==> config.mk <==
export PLATFORM = sky130hd
export DESIGN_NAME = wb_serial_master
export DESIGN_NICKNAME = d
export VERILOG_FILES = /design/src/rtl/wb_serial_master.sv
export SDC_FILE = /design/constraint.sdc
export NUM_CORES = 1
export LEC_CHECK = 0
export ABC_AREA = 1
export BUFFER_PORTS_ARGS = -buffer_cell sky130_fd_sc_hd__buf_4
export CELL_PAD_IN_SITES_DETAIL_PLACEMENT = 1
export CELL_PAD_IN_SITES_GLOBAL_PLACEMENT = 1
export CORE_MARGIN = 1
export CORE_UTILIZATION = 40
export CTS_BUF_LIST = sky130_fd_sc_hd__clkbuf_8 sky130_fd_sc_hd__clkbuf_16
export DETAILED_ROUTE_END_ITERATION = 10
export GPL_TIMING_DRIVEN = 0
export PLACE_DENSITY = 0.86
export SYNTH_ARGS = -nofsm -noshare
export SYNTH_HDL_FRONTEND = slang
export SYNTH_SLANG_ARGS = --single-unit
export TNS_END_PERCENT = 20
==> constraint.sdc <==
create_clock -name clk -period 3 [get_ports clk]
set_input_delay 0.45 -clock clk [delete_from_list [all_inputs] [get_ports clk]]
set_output_delay 0.45 -clock clk [all_outputs]
set_load 0.005 [all_outputs]
==> src/rtl/wb_serial_master.sv <==
// Wishbone master driven by a serial byte stream: decodes read/write frames,
// runs a single bus transfer with an ack timeout, then returns status/data bytes.
module wb_serial_master #(
    parameter int unsigned TIMEOUT = 1024
) (
    input  logic        clk,
    input  logic        reset,
    input  logic [7:0]  rx_data,
    input  logic        rx_valid,
    output logic [7:0]  tx_data,
    output logic        tx_valid,
    input  logic        tx_ready,
    output logic [31:0] wb_adr_o,
    output logic [31:0] wb_dat_o,
    input  logic [31:0] wb_dat_i,
    output logic [3:0]  wb_sel_o,
    output logic        wb_we_o,
    output logic        wb_cyc_o,
    output logic        wb_stb_o,
    input  logic        wb_ack_i,
    output logic        busy
);

    localparam logic [7:0]  CMD_WR  = 8'h01;
    localparam logic [7:0]  CMD_RD  = 8'h02;
    localparam logic [7:0]  RSP_ACK = 8'h06;
    localparam logic [7:0]  RSP_NAK = 8'h15;
    localparam logic [15:0] TO_LAST = 16'(TIMEOUT - 1);

    typedef enum logic [2:0] {
        S_IDLE,
        S_ADDR,
        S_DATA,
        S_BUS,
        S_RESP
    } state_t;

    state_t      state_q;
    logic [1:0]  cnt_q;
    logic [31:0] adr_q;
    logic [31:0] dat_q;
    logic        we_q;
    logic        cyc_q;
    logic        ok_q;
    logic [15:0] to_cnt_q;
    logic [2:0]  idx_q;
    logic [7:0]  tx_data_q;
    logic        tx_valid_q;
    logic        busy_q;
    logic [2:0]  last_idx_d;

    // Byte idx of the response: 0 is the status code, 1..4 the read data MSB first.
    function automatic logic [7:0] resp_byte(input logic [2:0] idx, input logic ok,
                                             input logic [31:0] d);
        logic [7:0] b;
        b = RSP_NAK;
        if (ok) begin
            case (idx)
                3'd1:    b = d[31:24];
                3'd2:    b = d[23:16];
                3'd3:    b = d[15:8];
                3'd4:    b = d[7:0];
                default: b = RSP_ACK;
            endcase
        end
        return b;
    endfunction

    assign last_idx_d = (ok_q && !we_q) ? 3'd4 : 3'd0;

    always_ff @(posedge clk) begin
        if (reset) begin
            state_q    <= S_IDLE;
            cnt_q      <= 2'd0;
            adr_q      <= 32'h0;
            dat_q      <= 32'h0;
            we_q       <= 1'b0;
            cyc_q      <= 1'b0;
            ok_q       <= 1'b0;
            to_cnt_q   <= 16'h0;
            idx_q      <= 3'd0;
            tx_data_q  <= 8'h00;
            tx_valid_q <= 1'b0;
            busy_q     <= 1'b0;
        end else begin
            case (state_q)
                S_IDLE: begin
                    if (rx_valid && (rx_data == CMD_WR || rx_data == CMD_RD)) begin
                        we_q    <= (rx_data == CMD_WR);
                        cnt_q   <= 2'd0;
                        busy_q  <= 1'b1;
                        state_q <= S_ADDR;
                    end
                end
                S_ADDR: begin
                    if (rx_valid) begin
                        adr_q <= {adr_q[23:0], rx_data};
                        cnt_q <= cnt_q + 2'd1;
                        if (cnt_q == 2'd3) begin
                            if (we_q) begin
                                cnt_q   <= 2'd0;
                                state_q <= S_DATA;
                            end else begin
                                cyc_q    <= 1'b1;
                                to_cnt_q <= 16'h0;
                                state_q  <= S_BUS;
                            end
                        end
                    end
                end
                S_DATA: begin
                    if (rx_valid) begin
                        dat_q <= {dat_q[23:0], rx_data};
                        cnt_q <= cnt_q + 2'd1;
                        if (cnt_q == 2'd3) begin
                            cyc_q    <= 1'b1;
                            to_cnt_q <= 16'h0;
                            state_q  <= S_BUS;
                        end
                    end
                end
                S_BUS: begin
                    // Ack is tested first so it wins over a simultaneous expiry.
                    if (wb_ack_i) begin
                        cyc_q   <= 1'b0;
                        ok_q    <= 1'b1;
                        idx_q   <= 3'd0;
                        state_q <= S_RESP;
                        if (!we_q) dat_q <= wb_dat_i;
                    end else if (to_cnt_q == TO_LAST) begin
                        cyc_q   <= 1'b0;
                        ok_q    <= 1'b0;
                        idx_q   <= 3'd0;
                        state_q <= S_RESP;
                    end else begin
                        to_cnt_q <= to_cnt_q + 16'd1;
                    end
                end
                S_RESP: begin
                    if (!tx_valid_q) begin
                        tx_valid_q <= 1'b1;
                        tx_data_q  <= resp_byte(3'd0, ok_q, dat_q);
                    end else if (tx_ready) begin
                        if (idx_q == last_idx_d) begin
                            tx_valid_q <= 1'b0;
                            busy_q     <= 1'b0;
                            state_q    <= S_IDLE;
                        end else begin
                            idx_q     <= idx_q + 3'd1;
                            tx_data_q <= resp_byte(idx_q + 3'd1, ok_q, dat_q);
                        end
                    end
                end
                default: begin
                    cyc_q      <= 1'b0;
                    tx_valid_q <= 1'b0;
                    busy_q     <= 1'b0;
                    state_q    <= S_IDLE;
                end
            endcase
        end
    end

    assign wb_adr_o = adr_q;
    assign wb_dat_o = dat_q;
    assign wb_sel_o = 4'hF;
    assign wb_we_o  = we_q;
    assign wb_cyc_o = cyc_q;
    assign wb_stb_o = cyc_q;
    assign tx_data  = tx_data_q;
    assign tx_valid = tx_valid_q;
    assign busy     = busy_q;

endmodule

==> metrics <==
fin cells 1101; worst skew pair latency 0.35 ns; post-route ant nets 0; Area growth syn-to-layout 27.5%; clock buffer count from CTS 9; DRT iter0 DRCs 308; R2R Path Start idx_q[0]$_SDFFE_PP0P_; IO Port Bufs 121; Mapped Cells 788; Max Cap Viol 0; CTS sink cnt 101; Detailed Route WL 18800 um; WP buf/inv 1; sequential share of power 40.0%; Avg Synthesized Cell Area between 6 and 7 sq um; Max IR drop VDD 0.307 mV; Post-route DRC 0; Arr. time, crit path 2.39 ns; most frequent cell after synthesis nand2_1; Initial Util around two fifths; CP Class flip-flop to flip-flop; final design utilization 52.7%; first-pass GRT wire length about 30000 um; Core ar. 0.0127 sq mm; Final nets 976; CTS tree built; Seq cells post-synth 101; Worst-Margin Slew 0.626 ns; Chip Height 117 um; sw power approximately 0.0016 W; Clock power frac 27.4%; worst setup path start idx_q[0]$_SDFFE_PP0P_; CP cell instances ha_1, inv_1, nand2_1, nand2_1, o21ai_0, nand2_1, nand2_1, nor2_1, o21ai_0, a21oi_1; Final Critical Period 2.11 ns; total gr overflow 0; Relative slew margins 58.3%; power per cell area 666 mW/mm^2; number of enable flip-flop cells after synthesis 0; Pre-antenna DRT Iters 4; synth warn 0; vias after detailed routing about 5800; CTS H-Tree Depth 3; Max FO, Critical Path 10; HP Class input port to flip-flop; initial antenna violation count 1; Worst Skew 0.0110 ns; HPWL Detailed 14600 um; combinational share of power 32.5%; setup TNS 0 ns; CP required 3.28 ns; CP endpoint kind flip-flop; sequential area share after synthesis between 30% and 40%; startpoint types flip-flop; Leakage 2.90 nW; Setup Fix Bufs, Post-CTS 0; Worst-path clk slew 0.07 ns; highest clock rate 474 MHz; largest net degree at the start of global routing 18; share of cells above drive strength 1 21.1%; vias in the first global route 5962; Post-synth ARST share 0%; Final Max Tran Viols 0; CTS-repair resized insts 0; die area between 0.01 and 0.015 sq mm; top-area cell type share of the netlist area 38.5%; outcome finished clean; # rows 41; CP max-delay cell dfxtp_1; final count of negative-setup-slack endpoints 0; IO Pins 126; placed insts 1084; Max stage delay on crit path 0.35 ns; routed len/inst 17.1 um; Synth Cell Area around 0.0053 sq mm; Pint about 0.0029 W; Worst path most repeated cell nand2_1; Final GP Congestion 0.900; DR vias/cell 5.27; CTS Root Cell clkbuf_16; Synth top cells by count 155 x nand2_1, 119 x nor2_1, 101 x dfxtp_1; ys flop type dfxtp_1; Hold Fails Final Rpt 0; Clock Tree Buf Depth 2; Yosys cell types 32; switching power share of the total a little over a third; Crit path max-delay family simple AND/OR/NAND/NOR gates; GRT Util Overall 28.6%; RSZ-0062 raised after global routing false; final worst path period share 70.3%; HP Start reset; chip width about 120 um; largest cells by area after synthesis dfxtp_1 38%, nand2_1 11%, o21ai_0 8.8%; hold_buf cts 0; leading area contributor after synthesis dfxtp_1
layer usage:
layer	wire, um	global-route usage [%]
met3	1100	5.97
met1	7790	32.6
met4	436	11.6
met2	9520	51.8
met5	0	0
logic make-up (layout without fill, tap and decap cells):
logic type / Yosys count / count (layout) / share of synthesized area (%)
flip-flops: 101 / 101 / 38.5
adder cells (fa/ha/maj): 8 / 8 / 1.90
buffers and inverters: 116 / 253 / 9.31
AO/OA/AOI/OAI: 201 / 201 / 20.4
other: 1 / 5 / 0.0713
AND/OR/NAND/NOR: 354 / 354 / 28.7
XOR/XNOR: 7 / 7 / 1.17
final timing paths:
path / endpoint / slack [ns] / cells past startpoint
min: tx_data[1]$_SDFFE_PP0P_ / 0.31 / 2
max reg2reg: tx_data[5]$_SDFFE_PP0P_ / 0.89 / 10
max: tx_data[5]$_SDFFE_PP0P_ / 0.89 / 10
min reg2reg: tx_data[1]$_SDFFE_PP0P_ / 0.47 / 2
metrics by stage:
stage	worst slack (ns)	area (sq um)	hold WS (ns)	total power (W)
after floorplan	1.45	5270	0.454	0.00255
after global placement	0.969	6390	0.452	0.00318
after detailed placement	0.856	6390	0.458	0.00325
after CTS	0.911	6700	0.303	0.00449
after global routing	0.749	6700	0.318	0.00472
final	0.890	6700	0.314	0.00446
worst reg2reg max path, stage by stage, from the launching register on:
cell     delay (ns)
dfxtp_1        0.35
ha_1           0.24
inv_1          0.08
nand2_1        0.07
nand2_1        0.30
o21ai_0        0.17
nand2_1        0.09
nand2_1        0.06
nor2_1         0.27
o21ai_0        0.24
a21oi_1        0.17
cells in the final DEF, fill, tap and decap left out, types with 2 or more instances in the layout:
cell and count:
a21oi_1 60, a21oi_2 9, buf_2 13, buf_4 129, clkbuf_1 17, clkbuf_16 9
clkinvlp_4 2, conb_1 4, dfxtp_1 101, ha_1 8, inv_1 73, inv_2 4
nand2_1 155, nand2_2 13, nand3_1 45, nand3_2 3, nand4_1 11, nor2_1 119
nor2_2 2, nor2_4 4, o21a_1 2, o21ai_0 92, o21ai_1 29, o21bai_1 3
o22ai_1 2, xnor2_1 3, xor2_1 4
power by group through the flow:
| stage | Clock, W | Combinational, W | Sequential, W |
|---|---|---|---|
| 2_1_floorplan | 0 | 0.000777 | 0.00177 |
| 3_3_place_gp | 0 | 0.00139 | 0.00179 |
| 3_5_place_dp | 0 | 0.00145 | 0.00181 |
| 4_1_cts | 0.00125 | 0.00146 | 0.00178 |
| 5_1_grt | 0.00129 | 0.00162 | 0.00181 |
| 6_report | 0.00122 | 0.00145 | 0.00179 |
cell type report:
type,count,area (sq um)
Timing Repair Buffer,121,908
Tap cell,172,215
Multi-Input combinational cell,574,2760
Fill cell,1731,6020
Sequential cell,101,2020
Clock inverter,6,70.1
Buffer,39,200
Clock buffer,10,239
Inverter,77,289
Antenna cell,1,2.50
flip-flops by register name, summed over array words and instances (netlist names):
signal    count
wb_cyc_o      1
ok_q          1
tx_data       8
idx_q         3
to_cnt_q     16
tx_valid      1
wb_we_o       1
wb_dat_o     32
wb_adr_o     32
busy          1
state_q       3
cnt_q         2
Note: power is estimated with default switching activity, not from simulation.
